<file path="config.mk">
export PLATFORM = sky130hd
export DESIGN_NAME = rm_encode_writer
export DESIGN_NICKNAME = d
export VERILOG_FILES = /design/src/rtl/rm_encode_writer_pkg.sv /design/src/rtl/rm_encode_writer_rm17.sv /design/src/rtl/rm_encode_writer.sv
export SDC_FILE = /design/constraint.sdc
export NUM_CORES = 1
export LEC_CHECK = 0
export CAP_MARGIN = 25
export CORE_MARGIN = 3
export CORE_UTILIZATION = 25
export DETAILED_ROUTE_END_ITERATION = 10
export REMOVE_ABC_BUFFERS = 1
export SLEW_MARGIN = 20
export SYNTH_ARGS = -nofsm -noshare
export SYNTH_HDL_FRONTEND = slang
export SYNTH_SLANG_ARGS = --single-unit
</file>
<file path="constraint.sdc">
create_clock -name clk -period 7.71 [get_ports clk]
set_clock_uncertainty 0.2 [all_clocks]
set_input_delay 1.542 -clock clk [delete_from_list [all_inputs] [get_ports clk]]
set_output_delay 1.542 -clock clk [all_outputs]
set_load 0.02 [all_outputs]
</file>
<file path="src/rtl/rm_encode_writer_pkg.sv">
// Shared constants for the encode-side codeword writer.
// The parameter-set helpers map the HQC security level to N1_BYTES, MULT,
// N and the number of 128-bit words written. The FSM state encoding is
// also defined here.
package rm_encode_writer_pkg;

    // Output word width. It is fixed to the RM(1,7) codeword length.
    localparam int RAMWIDTH = 128;

    // Encoder sequencing states.
    typedef enum logic [2:0] {
        IDLE  = 3'd0,
        FETCH = 3'd1,
        LOAD  = 3'd2,
        WRITE = 3'd3,
        PAD   = 3'd4,
        DONE  = 3'd5
    } state_t;

    // Reed-Solomon codeword length in bytes. ps is the security level:
    // 128, 192 or 256.
    function automatic int n1_bytes(input int ps);
        case (ps)
            192:     return 56;
            256:     return 90;
            default: return 46;
        endcase
    endfunction

    // Reed-Muller duplication factor.
    function automatic int rm_mult(input int ps);
        case (ps)
            192:     return 5;
            256:     return 5;
            default: return 3;
        endcase
    endfunction

    // Code length in bits.
    function automatic int code_len(input int ps);
        case (ps)
            192:     return 35851;
            256:     return 57637;
            default: return 17669;
        endcase
    endfunction

    // Number of RAMWIDTH words needed to hold n bits. n is rounded up to a
    // whole word.
    function automatic int ram_depth(input int n);
        return (n + (RAMWIDTH - n % RAMWIDTH) % RAMWIDTH) / RAMWIDTH;
    endfunction

endpackage

</file>
<file path="src/rtl/rm_encode_writer_rm17.sv">
// Combinational RM(1,7) encoder. It maps one message byte to a 128-bit
// codeword.
// Output bit i is m[7] XOR the parity of (m[6:0] AND i[6:0]).
// This equals the all-ones row selected by m[7], XORed with generator
// row j for each set bit m[j]. Generator row j has bit i = i[j].
module rm17_encode
    import rm_encode_writer_pkg::*;
(
    input  logic [7:0]          msg,
    output logic [RAMWIDTH-1:0] code
);

    localparam logic [RAMWIDTH-1:0] ROW [7] = '{
        {16{8'hAA}},
        {16{8'hCC}},
        {16{8'hF0}},
        {8{16'hFF00}},
        {4{32'hFFFF_0000}},
        {2{64'hFFFF_FFFF_0000_0000}},
        {{64{1'b1}}, {64{1'b0}}}
    };

    // Build the codeword as the XOR of the generator rows selected by msg.
    always_comb begin
        code = {RAMWIDTH{msg[7]}};
        for (int j = 0; j < 7; j++) begin
            if (msg[j]) begin
                code = code ^ ROW[j];
            end
        end
    end

endmodule

</file>
<file path="src/rtl/rm_encode_writer.sv">
// Encode-side codeword writer.
// For each RS codeword byte, the block fetches the byte and RM(1,7)
// encodes it. It then writes the 128-bit result MULT times to consecutive
// RAM words. After the last byte it appends zero padding words up to
// RAMDEPTH, then pulses done.
//
// State table:
//   IDLE  | wait for start
//   FETCH | issue the byte read (cw_rd_en, cw_addr)
//   LOAD  | capture cw_byte and latch its RM codeword
//   WRITE | write the codeword MULT times
//   PAD   | write the zero words that fill out the last RAM word range
//   DONE  | one-cycle done pulse; busy is low
//
// All outputs are registered. Their next values are decoded from the next
// state, so each output lines up with the state it belongs to.
// wr_data doubles as the codeword register. It holds the codeword across
// all MULT writes of one byte and is zero during padding.
module rm_encode_writer
    import rm_encode_writer_pkg::*;
#(
    parameter  int PARAM_SET    = 128,
    localparam int N1_BYTES     = n1_bytes(PARAM_SET),
    localparam int MULT         = rm_mult(PARAM_SET),
    localparam int N            = code_len(PARAM_SET),
    localparam int RAMDEPTH     = ram_depth(N),
    localparam int LOG_N1_BYTES = $clog2(N1_BYTES),
    localparam int LOG_RAMDEPTH = $clog2(RAMDEPTH)
)(
    input  logic                    clk,
    input  logic                    rst,
    input  logic                    start,
    output logic                    cw_rd_en,
    output logic [LOG_N1_BYTES-1:0] cw_addr,
    input  logic [7:0]              cw_byte,
    output logic                    wr_en,
    output logic [LOG_RAMDEPTH-1:0] wr_addr,
    output logic [RAMWIDTH-1:0]     wr_data,
    output logic                    busy,
    output logic                    done
);

    localparam int PAD_WORDS = RAMDEPTH - N1_BYTES * MULT;
    localparam int REP_W     = 4;

    localparam logic [REP_W-1:0]        REP_LAST  = REP_W'(MULT - 1);
    localparam logic [REP_W-1:0]        PAD_LAST  = REP_W'(PAD_WORDS - 1);
    localparam logic [LOG_N1_BYTES-1:0] BYTE_LAST = LOG_N1_BYTES'(N1_BYTES - 1);

    state_t                  state, state_nxt;
    logic [LOG_N1_BYTES-1:0] byte_cnt, byte_cnt_nxt;
    logic [REP_W-1:0]        rep_cnt, rep_cnt_nxt;
    logic [LOG_RAMDEPTH-1:0] word_addr, word_addr_nxt;
    logic [RAMWIDTH-1:0]     code_word;

    logic                    cw_rd_en_nxt;
    logic [LOG_N1_BYTES-1:0] cw_addr_nxt;
    logic                    wr_en_nxt;
    logic [LOG_RAMDEPTH-1:0] wr_addr_nxt;
    logic [RAMWIDTH-1:0]     wr_data_nxt;
    logic                    busy_nxt;
    logic                    done_nxt;

    rm17_encode u_rm17 (
        .msg  (cw_byte),
        .code (code_word)
    );

    // State and sequencing counters.
    always_ff @(posedge clk or posedge rst) begin
        if (rst) begin
            state     <= IDLE;
            byte_cnt  <= '0;
            rep_cnt   <= '0;
            word_addr <= '0;
        end else begin
            state     <= state_nxt;
            byte_cnt  <= byte_cnt_nxt;
            rep_cnt   <= rep_cnt_nxt;
            word_addr <= word_addr_nxt;
        end
    end

    // Next state, counter updates and codeword capture.
    always_comb begin
        state_nxt     = state;
        byte_cnt_nxt  = byte_cnt;
        rep_cnt_nxt   = rep_cnt;
        word_addr_nxt = word_addr;
        wr_data_nxt   = wr_data;
        case (state)
            IDLE: begin
                if (start) begin
                    state_nxt     = FETCH;
                    byte_cnt_nxt  = '0;
                    rep_cnt_nxt   = '0;
                    word_addr_nxt = '0;
                end
            end
            FETCH: begin
                state_nxt = LOAD;
            end
            LOAD: begin
                wr_data_nxt = code_word;
                rep_cnt_nxt = '0;
                state_nxt   = WRITE;
            end
            WRITE: begin
                word_addr_nxt = word_addr + 1'b1;
                if (rep_cnt == REP_LAST) begin
                    rep_cnt_nxt = '0;
                    if (byte_cnt == BYTE_LAST) begin
                        wr_data_nxt = '0;
                        state_nxt   = PAD;
                    end else begin
                        byte_cnt_nxt = byte_cnt + 1'b1;
                        state_nxt    = FETCH;
                    end
                end else begin
                    rep_cnt_nxt = rep_cnt + 1'b1;
                end
            end
            PAD: begin
                // The last padding word holds the address so it stays at RAMDEPTH-1.
                if (rep_cnt == PAD_LAST) begin
                    rep_cnt_nxt = '0;
                    state_nxt   = DONE;
                end else begin
                    rep_cnt_nxt   = rep_cnt + 1'b1;
                    word_addr_nxt = word_addr + 1'b1;
                end
            end
            DONE: begin
                state_nxt = IDLE;
            end
            default: begin
                state_nxt = IDLE;
            end
        endcase
    end

    // Decode next-cycle output values from the next state.
    always_comb begin
        cw_rd_en_nxt = (state_nxt == FETCH);
        cw_addr_nxt  = byte_cnt_nxt;
        wr_en_nxt    = (state_nxt == WRITE) || (state_nxt == PAD);
        wr_addr_nxt  = wr_en_nxt ? word_addr_nxt : '0;
        busy_nxt     = (state_nxt != IDLE) && (state_nxt != DONE);
        done_nxt     = (state_nxt == DONE);
    end

    // Registered outputs.
    always_ff @(posedge clk or posedge rst) begin
        if (rst) begin
            cw_rd_en <= 1'b0;
            cw_addr  <= '0;
            wr_en    <= 1'b0;
            wr_addr  <= '0;
            wr_data  <= '0;
            busy     <= 1'b0;
            done     <= 1'b0;
        end else begin
            cw_rd_en <= cw_rd_en_nxt;
            cw_addr  <= cw_addr_nxt;
            wr_en    <= wr_en_nxt;
            wr_addr  <= wr_addr_nxt;
            wr_data  <= wr_data_nxt;
            busy     <= busy_nxt;
            done     <= done_nxt;
        end
    end

endmodule

</file>
---- Word level (Yosys, flattened, before mapping) ----
Cells that the tools add are included.
word-level totals
  logic and storage cells ................. 73
  input bits .............................. 11
  output and inout bits ................... 146
  register bits after elaboration ......... 161
operators by class
  add/subtract/negate cells ............... 3
  equality and inequality tests ........... 15
  bitwise gates (word level) .............. 7
  multiplexer cells ....................... 27
  reductions and logical operators ........ 11
operator list
  operator             count
  $mux 128             9
  $not 64->64          7
  $pmux 128 s2         1
  $mux 8               3
  $pmux 8 s3           1
  $mux 6               3
  $pmux 4 s4           1
  $pmux 3 s5           1
  $mux 3               4
  $mux 4               3
  $pmux 6 s2           1
  $eq 3x2->1 const B   3
  $eq 3x3->1 const B   3
  $add 8x1->8 const B  1
  $ne 2x2->1 const B   4
  $add 6x1->6 const B  1
  $eq 3x1->1 const B   2
  $eq 6x6->1 const B   1
  $add 4x1->4 const B  1
  $eq 4x2->1 const B   1
  $logic_not 4->1      1
  $reduce_and 4->1     1
  $reduce_bool 2->1    2
  $reduce_bool 4->1    1
  7 further kinds      7

---- Longest topological paths before layout ----
Gate-level depths: netlist of the first run.
  word-level depth ........................ 15
  gate-level depth with buffers ........... 10
  depth with buffers taken out ............ 8

---- Modules after synthesis ----
From an unflattened synthesis of the first run, not the netlist that was laid out.
second synthesis, totals
  cell total of the unflattened synthesis .. 629
  area, all modules ....................... 7,803.7 um^2
by module, submodules not included
  module            area each (um^2)  cells an instance  instances
  rm_encode_writer  6,234.7           449                1
  rm17_encode       1,569.0           180                1

---- Worst setup path before layout of the first run ----
Ideal clock, no wire load.
  path type ............................... input-to-reg
  start ................................... input cw_byte[7]
  end ..................................... register wr_data[101]
  setup slack ............................. 4.485 ns
  stages on the path ...................... 7
  data arrival time ....................... 2.899 ns
  setup time .............................. 0.126 ns
  cells stage by stage .................... buf_6 > xor2_2 > xnor2_4 > xor2_1 > buf_2 > nor2_1 > a221o_1
between the ends
  longest elaborated chain between the ends .. 12
RTL lines
  what                     line                         text
  start, declared          rm_encode_writer.sv:35       input logic [7:0] cw_byte,
  $not 64->64 (no line)    --
  $mux 128 * (2 in a row)  rm_encode_writer_rm17.sv:27  if (msg[j]) begin
  $not 64->64 (no line)    --
  $mux 128 * (3 in a row)  rm_encode_writer_rm17.sv:27
  $not 64->64 (no line)    --
  $mux 128 *               rm_encode_writer_rm17.sv:27
  $not 64->64 (no line)    --
  $mux 128 *               rm_encode_writer_rm17.sv:27
  $pmux 128 s2 *           rm_encode_writer.sv:91       case (state)
  end signal, assigned     rm_encode_writer.sv:167      wr_data <= wr_data_nxt;
  end, declared            rm_encode_writer.sv:38       output logic [RAMWIDTH-1:0] wr_data,
Mark *: on every way between the ends. The rest lies on a longest branch, timed or not.
A chain may end at the register's enable or synchronous reset.

---- Worst setup path after layout of the first run ----
  start ................................... input cw_byte[1]
  end ..................................... register wr_data[31]
between the ends
  longest elaborated chain between the ends .. 10
RTL lines
  what                     line
  $mux 128 *               rm_encode_writer_rm17.sv:27
  $not 64->64 (no line)    --
  $mux 128 *               rm_encode_writer_rm17.sv:27
  $not 64->64 (no line)    --
  $mux 128 *               rm_encode_writer_rm17.sv:27
  $not 64->64 (no line)    --
  $mux 128 * (3 in a row)  rm_encode_writer_rm17.sv:27
  $pmux 128 s2 *           rm_encode_writer.sv:91
Marks and branches as above.

==> metrics.txt, run 1 <==
grt total ovfl=0; Synth top cells by count=dfrtp_1 (161), nand2_1 (129), o21ai_0 (74), xor2_1 (52), xnor2_1 (51); RR Startpoint=rep_cnt[0]; Die H=between 150 and 200 um; Reg clk slew, reported paths=roughly 70 ps; RR Endpoint=wr_data[54]; Hold Buf Count CTS=0; RSZ-0062 raised after global routing=no; CP Launch Type=input pin; Yosys warnings=0; register area=just over 4000 sq um; prevailing post-synth register cell=dfrtp_1; NumNets Final=890; setup_tns=0 ps; Leak=around 4.4 nW; slew margin rel.=36.2%; clk_lat worst skew=around 420 ps; cell area after layout=between 10000 and 15000 sq um; Max Cap Viol=0; EDFF count, synth=0; Worst EP arrival=4390 ps; Total Power=approximately 0.0028 W; DR DRC count=0; Core Area=approximately 30000 sq um; antenna violations before repair=1; Worst Slack Setup Final=~3400 ps; fin crit period=4280 ps; TritonRoute pass-1 iters=5; kind of critical path=input pin to register; post-synthesis xor/xnor area fraction=15.9%; most frequent cell after synthesis=dfrtp_1; Final GP Congestion=about 0.81; Pins Over Slew Limit=0; main combinational cell family by area after synthesis=XOR/XNOR gates; via count=5889; status=finished clean; wire length per cell=about 18 um; die area=33100 sq um; Layout fillers=3057; TritonCTS buffer count=17; Compound-Gate Fraction of Synth Area=~15%; # setup viols final=0; Worst setup EP type=register; Starting DRT DRC Count=about 330; asr flop ratio synth=100%; footprint of the multi-input gates=roughly 3400 sq um; layout cells sized above 1=8.01%; row count=63; synthesized instance count=between 700 and 800; Clock Path Buffers=2; Syn Std Cell Area=a little under 8000 sq um; Seq cells post-synth=161; worst slack, placed=2940 ps; CTS Sinks=between 150 and 200; Slew @ Worst Pin=~950 ps; dpl hpwl=15100 um; Worst Hold Path EP=wr_data[73]; largest net degree at the start of global routing=103; placed cell area=9620 sq um; final antenna diode count=0; biggest area consumer among synthesized cells=dfrtp_1; Detailed Route WL=between 20000 and 25000 um; Crit path required time=approximately 7800 ps; final hold violations=0; first-pass GRT wire length=approximately 36000 um; mux contribution to synthesized area=0%; Area Overhead vs Synth=33.1%; clock tree root driver cell=clkbuf_16; post-synthesis simple-gate area fraction=12.0%; post-route ant nets=0; R2R Setup Slk=~4600 ps; register area share after synthesis=between 50% and 60%; top cell type's share of synthesized area=between 50% and 60%; largest fanout on the critical path=15; Tightest Hold Check Type=register to register; Synth Area in Adders=less than 1%; Post-CTS Setup Repair Bufs=0; PwrDens=276 nW/um^2; Boundary Pins=roughly 160; Initial Util=between 20% and 30%; Hold Slack=around 280 ps; distinct cell type count after synthesis=51; top cells by area, synth=dfrtp_1 (52%), nand2_1 (6.3%), xor2_1 (5.9%), xnor2_1 (5.8%), o21ai_0 (4.8%); Vias/cell=~4.6; final period utilization=55.5%; CTS resizes=0; GRT Util Overall=around 14%; Hold Startpoint=wr_data[73]; Peak VDD IR=0.000115 V; H-tree level count=4; CTS tree=done; hold path cells=2; Avg Inst Size Synth=about 10 sq um; Die X=about 180 um; reg2reg path depth=7; vias in the first global route=between 6000 and 7000; Port Buf Inserts=between 150 and 200; fmax=between 200 and 250 MHz
[how the worst max path moves through the flow]
stage,from,to,slack (ps),cells after the start
after global placement,cw_byte[1],wr_data[95],2980,6
after global routing,cw_byte[1],wr_data[31],3260,6
after detailed placement,cw_byte[1],wr_data[95],2940,6
final,cw_byte[1],wr_data[31],3430,6
after CTS,cw_byte[1],wr_data[95],3390,6
after floorplan,cw_addr[1],wr_data[16],40,6
[sequential cells by signal, indices dropped and copies added, names as in the netlist]
signal	cells
wr_data	128
word_addr	8
wr_addr	8
cw_addr	6
rep_cnt	4
state	3
busy	1
cw_rd_en	1
done	1
wr_en	1
[layout by cell type (no fill, tap or decap), types with 7 or more instances in the layout]
cell             synthesis  layout
clkdlybuf4s50_1          0     155
xor2_1                  52      51
o21ai_0                 74      74
nor2_1                  33      33
clkbuf_16                0      17
o31ai_1                 41      41
buf_4                    4      10
a22o_1                   9       9
dfrtp_1                161     161
a221o_1                 18      18
inv_6                    0       7
nor2b_1                  7       7
a21oi_1                 11      11
nand2_1                129     129
inv_1                    9       8
nand3_1                 12      12
xnor2_1                 51      51
[routing by layer]
metal / vias to the layer above / part of all wire (%) / global-route usage [%]
li1: 2792 / - / -
met1: 2924 / 45 / 18.0
met2: 157 / 48 / 22.5
met3: 14 / 6.4 / 4.09
met4: 2 / 1.0 / 3.05
met5: - / 0.031 / 0
[power breakdown]
part           switching [W]  internal, W  leakage (nW)  total, W
clock               0.000392     0.000521         0.300  0.000913
combinational       0.000449     0.000389          2.15  0.000838
sequential         0.0000982     0.000991          1.91   0.00109
[cells by family (layout without fill, tap and decap cells)]
group | count (synthesis) | in the layout
and+or+nand+nor | 213 | 213
buffers and inverters | 65 | 210
xor gates and xnor gates | 119 | 119
adders and majority gates | 6 | 6
DFF | 161 | 161
AOI/OAI and AO/OA | 177 | 177
[area by class of cell]
| cell class | instances | share of cell area, % |
|---|---|---|
| clock buffers | 17 | 4.13 |
| clock inverters | 15 | 1.88 |
| inverters | 9 | 0.377 |
| multi-input cells | 515 | 33.3 |
| flip-flops and latches | 161 | 39.1 |
| well taps | 390 | 4.74 |
| repair buffers | 169 | 16.4 |
[per-stage QoR]
| stage | utilization [%] | cells |
|---|---|---|
| 5_1_grt | 34.3 | 1276 |
| 3_3_place_gp | 32.0 | 1241 |
| 6_report | 34.3 | 1276 |
| 2_1_floorplan | - | 685 |
| 3_5_place_dp | 32.0 | 1242 |
| 4_1_cts | 34.1 | 1274 |
[worst max-delay path, cell delays in order]
cell,delay (ps)
clkdlybuf4s50_1,940
xor2_4,740
xnor2_2,200
xnor2_2,560
nor3_1,100
a221o_1,290
Power figures use the tool's default switching activity.
==> run 2, diff against run 1 <==
- clock period: 7.71 -> 3.5 ns (I/O delays scaled with it)
==> run 2 against run 1 <==
First-iteration DRC count grew 3.4%. Count of clock-buffer cells in the layout grew 2. Highest routed layer is now met4. Design area grew 0.83%. Sequential share of layout area shrank 0.32 points. Sequential power grew 120%. Largest power group unchanged.
==> metrics.txt, run 2 (synthesis results as in run 1) <==
status=finished clean; Starting DRT DRC Count=roughly 340; fmax=353 MHz; commonest non-fill, non-tap cells in the layout=dfrtp_1 (161), clkdlybuf4s50_1 (155), nand2_1 (129), o21ai_0 (74), xor2_1 (52); Area Overhead vs Synth=34.2%; Layout fillers=about 3000; DR DRC count=0; Slew @ Worst Pin=just over 900 ps; post-layout util=around 35%; GRT Util Overall=14.0%; clk_lat worst skew=420 ps; Die H=182 um; worst slack, placed=around 370 ps; kind of critical path=register to register; Leak=between 4 and 5 nW; maximum cell stage delay along the critical path=580 ps; first-pass GRT wire length=36000 um; family with the most delay on the worst path=simple AND/OR/NAND/NOR gates; TritonCTS buffer count=17; Port Buf Inserts=156; vias in the first global route=between 5000 and 6000; layout cells sized above 1=a little under a tenth; Die X=182 um; final antenna diode count=0; commonest non-fill, non-tap cell in the layout=dfrtp_1; dpl hpwl=roughly 16000 um; NumNets Final=907; Final Non-Filler Cells=1293; Crit path required time=around 3600 ps; CTS resizes=0; setup_tns=0 ps; Critical Path Slowest Stage Cell=nor3b_1; post-route ant nets=0; wire length per cell=between 15 and 20 um; Post-CTS Setup Repair Bufs=0; RSZ-0062 raised after global routing=no; Worst Slack Setup Final=666 ps; max reg flops=between 100 and 150; Clock Path Buffers=2; Initial Util=between 20% and 30%; row count=63; Reg clk slew, reported paths=about 70 ps; # setup viols final=0; CTS tree=done; R2R Setup Slk=roughly 670 ps; largest net degree at the start of global routing=between 150 and 200; largest fanout on the critical path=between 150 and 200; CTS Sinks=~160; most flop-heavy register=wr_data; Peak VDD IR=~0.00022 V; Tightest Hold Check Type=register to register; final hold violations=0; CP Launch Type=register; via count=approximately 6000; Vias/cell=4.56; Max Cap Viol=0; antenna violations before repair=0; Worst EP arrival=2950 ps; fin crit period=2830 ps; H-tree level count=4; PwrDens=~590 nW/um^2; Hold Buf Count CTS=0; TritonRoute pass-1 iters=4; Boundary Pins=157; slew margin rel.=a little under two fifths; Final GP Congestion=0.784; Largest regs=wr_data x128, word_addr x8, wr_addr x8; grt total ovfl=0; die area=approximately 33000 sq um; WP buf/inv=2; Worst setup EP type=register; clock tree root driver cell=clkbuf_16; Pins Over Slew Limit=0; Core Area=approximately 30000 sq um; CP Cell Sequence=inv_1 > ha_1 > nor3b_2 > nor3b_1 > o21bai_4 > buf_12 > a221o_1; Total Power=~0.006 W; placed insts=1261; Detailed Route WL=roughly 23000 um; final period utilization=approximately four fifths
## run 2: cell count changes in the layout (fill, tap and decap cells not counted), moves of 2 or more
cell,delta
buf_4,+16
buf_12,+3
clkinv_2,+3
bufinv_16,-2
clkinvlp_4,-2
inv_8,-2
## run 2: path summary, 6_finish.rpt
| path | start | cells after the start | to |
|---|---|---|---|
| worst max-delay path | rep_cnt[0] | 7 | wr_data[117] |
| worst min-delay path | wr_data[32] | 2 | wr_data[32] |
| worst max register to register | rep_cnt[0] | 7 | wr_data[117] |
| worst min register to register | wr_data[32] | 2 | wr_data[32] |
| max in group asynchronous | rst | 3 | rep_cnt[3] |
| min in group asynchronous | rst | 2 | word_addr[1] |
## run 2: metrics by stage
step	instance area, sq um	hold slack (ps)
2_1_floorplan	7470	295
3_3_place_gp	9810	261
3_5_place_dp	9810	270
4_1_cts	10400	286
5_1_grt	10400	300
6_report	10400	278
## run 2: worst min-delay path, stage by stage (launching register included)
cell	delay, ps
dfrtp_1	340
nand2_1	50
o31ai_1	50
## run 2: per-layer routing
metal  GRT usage [%]  wire [um]  vias to the layer above
li1                -          -                     2819
met1            18.4      10300                     2912
met2            22.7      11100                      146
met3            4.35       1520                       14
met4            3.26        216                        0
met5               0          0                        -
## run 2: power by group
part / leakage, nW / internal [W] / switching (W)
Sequential: 1.91 / 0.00218 / 0.000214
Combinational: 2.24 / 0.000876 / 0.00101
Clock: 0.285 / 0.00101 / 0.000862
## run 2: cell type report
type                       count  area (sq um)  area share, %
clock inverter                13           128           1.23
sequential                   161          4030           38.8
inverter                       9          38.8          0.374
multi-input combinational    515          3420           33.0
clock buffer                  19           443           4.27
tap                          390           488           4.70
timing repair buffer         186          1830           17.7
==> run 3, diff against run 2 <==
- clock period: 3.5 -> 2.4 ns (I/O delays scaled with it)
==> run 3 against run 2 <==
Power grew 50%. Non-clock buffer count rose by 67. Die area did not move. Count of clock-buffer cells in the layout decreased by 1. Sequential power grew 46%. Largest power group unchanged. Hold slack worse by 86 ps. Sequential share of layout area down 2.4 points. Maximum frequency rose by 25%. Via count grew 4.3%. Design area is 6.6% higher. Global-route usage increased by 0.32 points. Critical path depth is 2 higher.
==> metrics.txt, run 3 (synthesis results as in run 1) <==
Die X=182 um; post-route ant nets=0; Crit path required time=2540 ps; Tightest Hold Check Type=input pin to async pin; first-pass GRT wire length=37300 um; clock tree root driver cell=clkbuf_16; reg2reg path depth=9; Max Cap Viol=0; Worst Slack Setup Final=131 ps; CP Launch Type=register; Layout fillers=~3000; PwrDens=834 nW/um^2; fmax=around 440 MHz; final antenna diode count=0; CP dominant cell by count=nor3b_2; via count=6144; vias in the first global route=a little over 6000; Logic pwr share=between 30% and 40%; TritonRoute pass-1 iters=5; max reg flops=about 130; Pins Over Slew Limit=0; WP buf/inv=3; cell-internal power=around 0.006 W; Core Area=30000 sq um; layout cells sized above 1=between 10% and 20%; antenna violations before repair=1; Port Buf Inserts=156; most flop-heavy register=wr_data; commonest non-fill, non-tap cell in the layout=dfrtp_1; Total Power=~0.0092 W; Reg clk slew, reported paths=approximately 70 ps; worst slack, placed=-307 ps; Clk pwr share=between 30% and 40%; Boundary Pins=roughly 160; clk_lat worst skew=about 420 ps; final period utilization=around 95%; Area Overhead vs Synth=43.0%; maximum cell stage delay along the critical path=390 ps; DR DRC count=0; largest net degree at the start of global routing=100; CTS tree=done; RR Startpoint=rep_cnt[0]; row count=between 60 and 70; Flop pwr share=38.0%; slew margin rel.=47.9%; Die H=182 um; Initial Util=about a quarter; H-tree level count=4; GRT Util Overall=14.3%; commonest non-fill, non-tap cells in the layout=dfrtp_1 (160), clkdlybuf4s50_1 (155), nand2_1 (129), buf_4 (81), o21ai_0 (74); dpl hpwl=roughly 17000 um; post-layout util=36.8%; RR Endpoint=wr_data[87]; grt total ovfl=0; status=finished clean; Worst EP arrival=between 2000 and 2500 ps; R2R Setup Slk=between 100 and 150 ps; family with the most delay on the worst path=buffers and inverters; Slew @ Worst Pin=~780 ps; CP Cell Sequence=inv_1 > ha_1 > nor3b_2 > nor3b_2 > buf_4 > o21bai_4 > buf_12 > a22oi_1 > o21ai_0; RSZ-0062 raised after global routing=no; Leak=just under 5 nW; fin crit period=2270 ps; final hold violations=0; largest fanout on the critical path=62; # setup viols final=0; Hold Buf Count CTS=0; NumNets Final=roughly 970; Detailed Route WL=between 20000 and 25000 um; Vias/cell=~4.5; kind of critical path=register to register; Net Sw Frac=about a third; TritonCTS buffer count=17; Peak VDD IR=0.000369 V; Final GP Congestion=0.839; Largest regs=wr_data x128, word_addr x8, wr_addr x8; CTS Sinks=approximately 160; Starting DRT DRC Count=~300; net load switching power=just over 0.003 W; Critical Path Slowest Stage Cell=dfrtp_1; die area=33100 sq um; wire length per cell=around 18 um; Worst setup EP type=register; Clock Path Buffers=2
==> run 3: timing repair <==
item / CTS / global route
hold endpoints to repair: 0 / 0
buffers inserted: 0 / 4
gates resized for setup: 0 / 10
endpoints found under the setup margin: 0 / 14
==> run 3: metrics by stage <==
stage / hold WS, ps / setup TNS (ps) / instance area [sq um] / instances
4_1_cts: 177 / 0 / 10900 / 1353
2_1_floorplan: 295 / -1058860 / 7470 / 685
3_5_place_dp: 270 / -12260 / 10400 / 1321
5_1_grt: 203 / 0 / 11100 / 1360
6_report: 191 / 0 / 11100 / 1360
3_3_place_gp: 262 / -10290 / 10400 / 1321
==> run 3: per-layer routing <==
| layer | share of wire, % | GRT usage (%) |
|---|---|---|
| met2 | 48 | 23.1 |
| met4 | 0.76 | 3.17 |
| met5 | 0.037 | 0 |
| met1 | 46 | 19.2 |
| met3 | 5.9 | 3.99 |
==> run 3: worst max-delay path by stage <==
stage,from,depth (start not counted),endpoint
2_1_floorplan,cw_addr[1],6,wr_data[16]
3_3_place_gp,cw_byte[4],5,wr_data[95]
3_5_place_dp,cw_byte[4],6,wr_data[82]
4_1_cts,rep_cnt[0],10,wr_data[88]
5_1_grt,rep_cnt[0],9,wr_data[84]
6_report,rep_cnt[0],9,wr_data[87]
==> run 3: power by group through the flow <==
stage / Combinational (W) / Sequential [W] / Clock (W)
after global placement: 0.00294 / 0.00355 / 0
after floorplan: 0.000851 / 0.00406 / 0
after detailed placement: 0.00297 / 0.00356 / 0
final: 0.00292 / 0.00350 / 0.00280
after CTS: 0.00297 / 0.00351 / 0.00286
after global routing: 0.00315 / 0.00356 / 0.00299
==> run 3: worst register-to-register path: stages (launching register included) <==
cell	delay (ps)
dfrtp_1	390
inv_1	90
ha_1	190
nor3b_2	150
nor3b_2	160
buf_4	150
o21bai_4	320
buf_12	310
a22oi_1	160
o21ai_0	90
==> run 3: cell type report <==
type	instances	area [sq um]	area share [%]
sequential	161	4030	36.4
multi-input combinational	515	3430	31.0
timing repair buffer	253	2480	22.4
tap	390	488	4.41
clock buffer	18	439	3.97
clock inverter	14	153	1.38
inverter	9	38.8	0.351
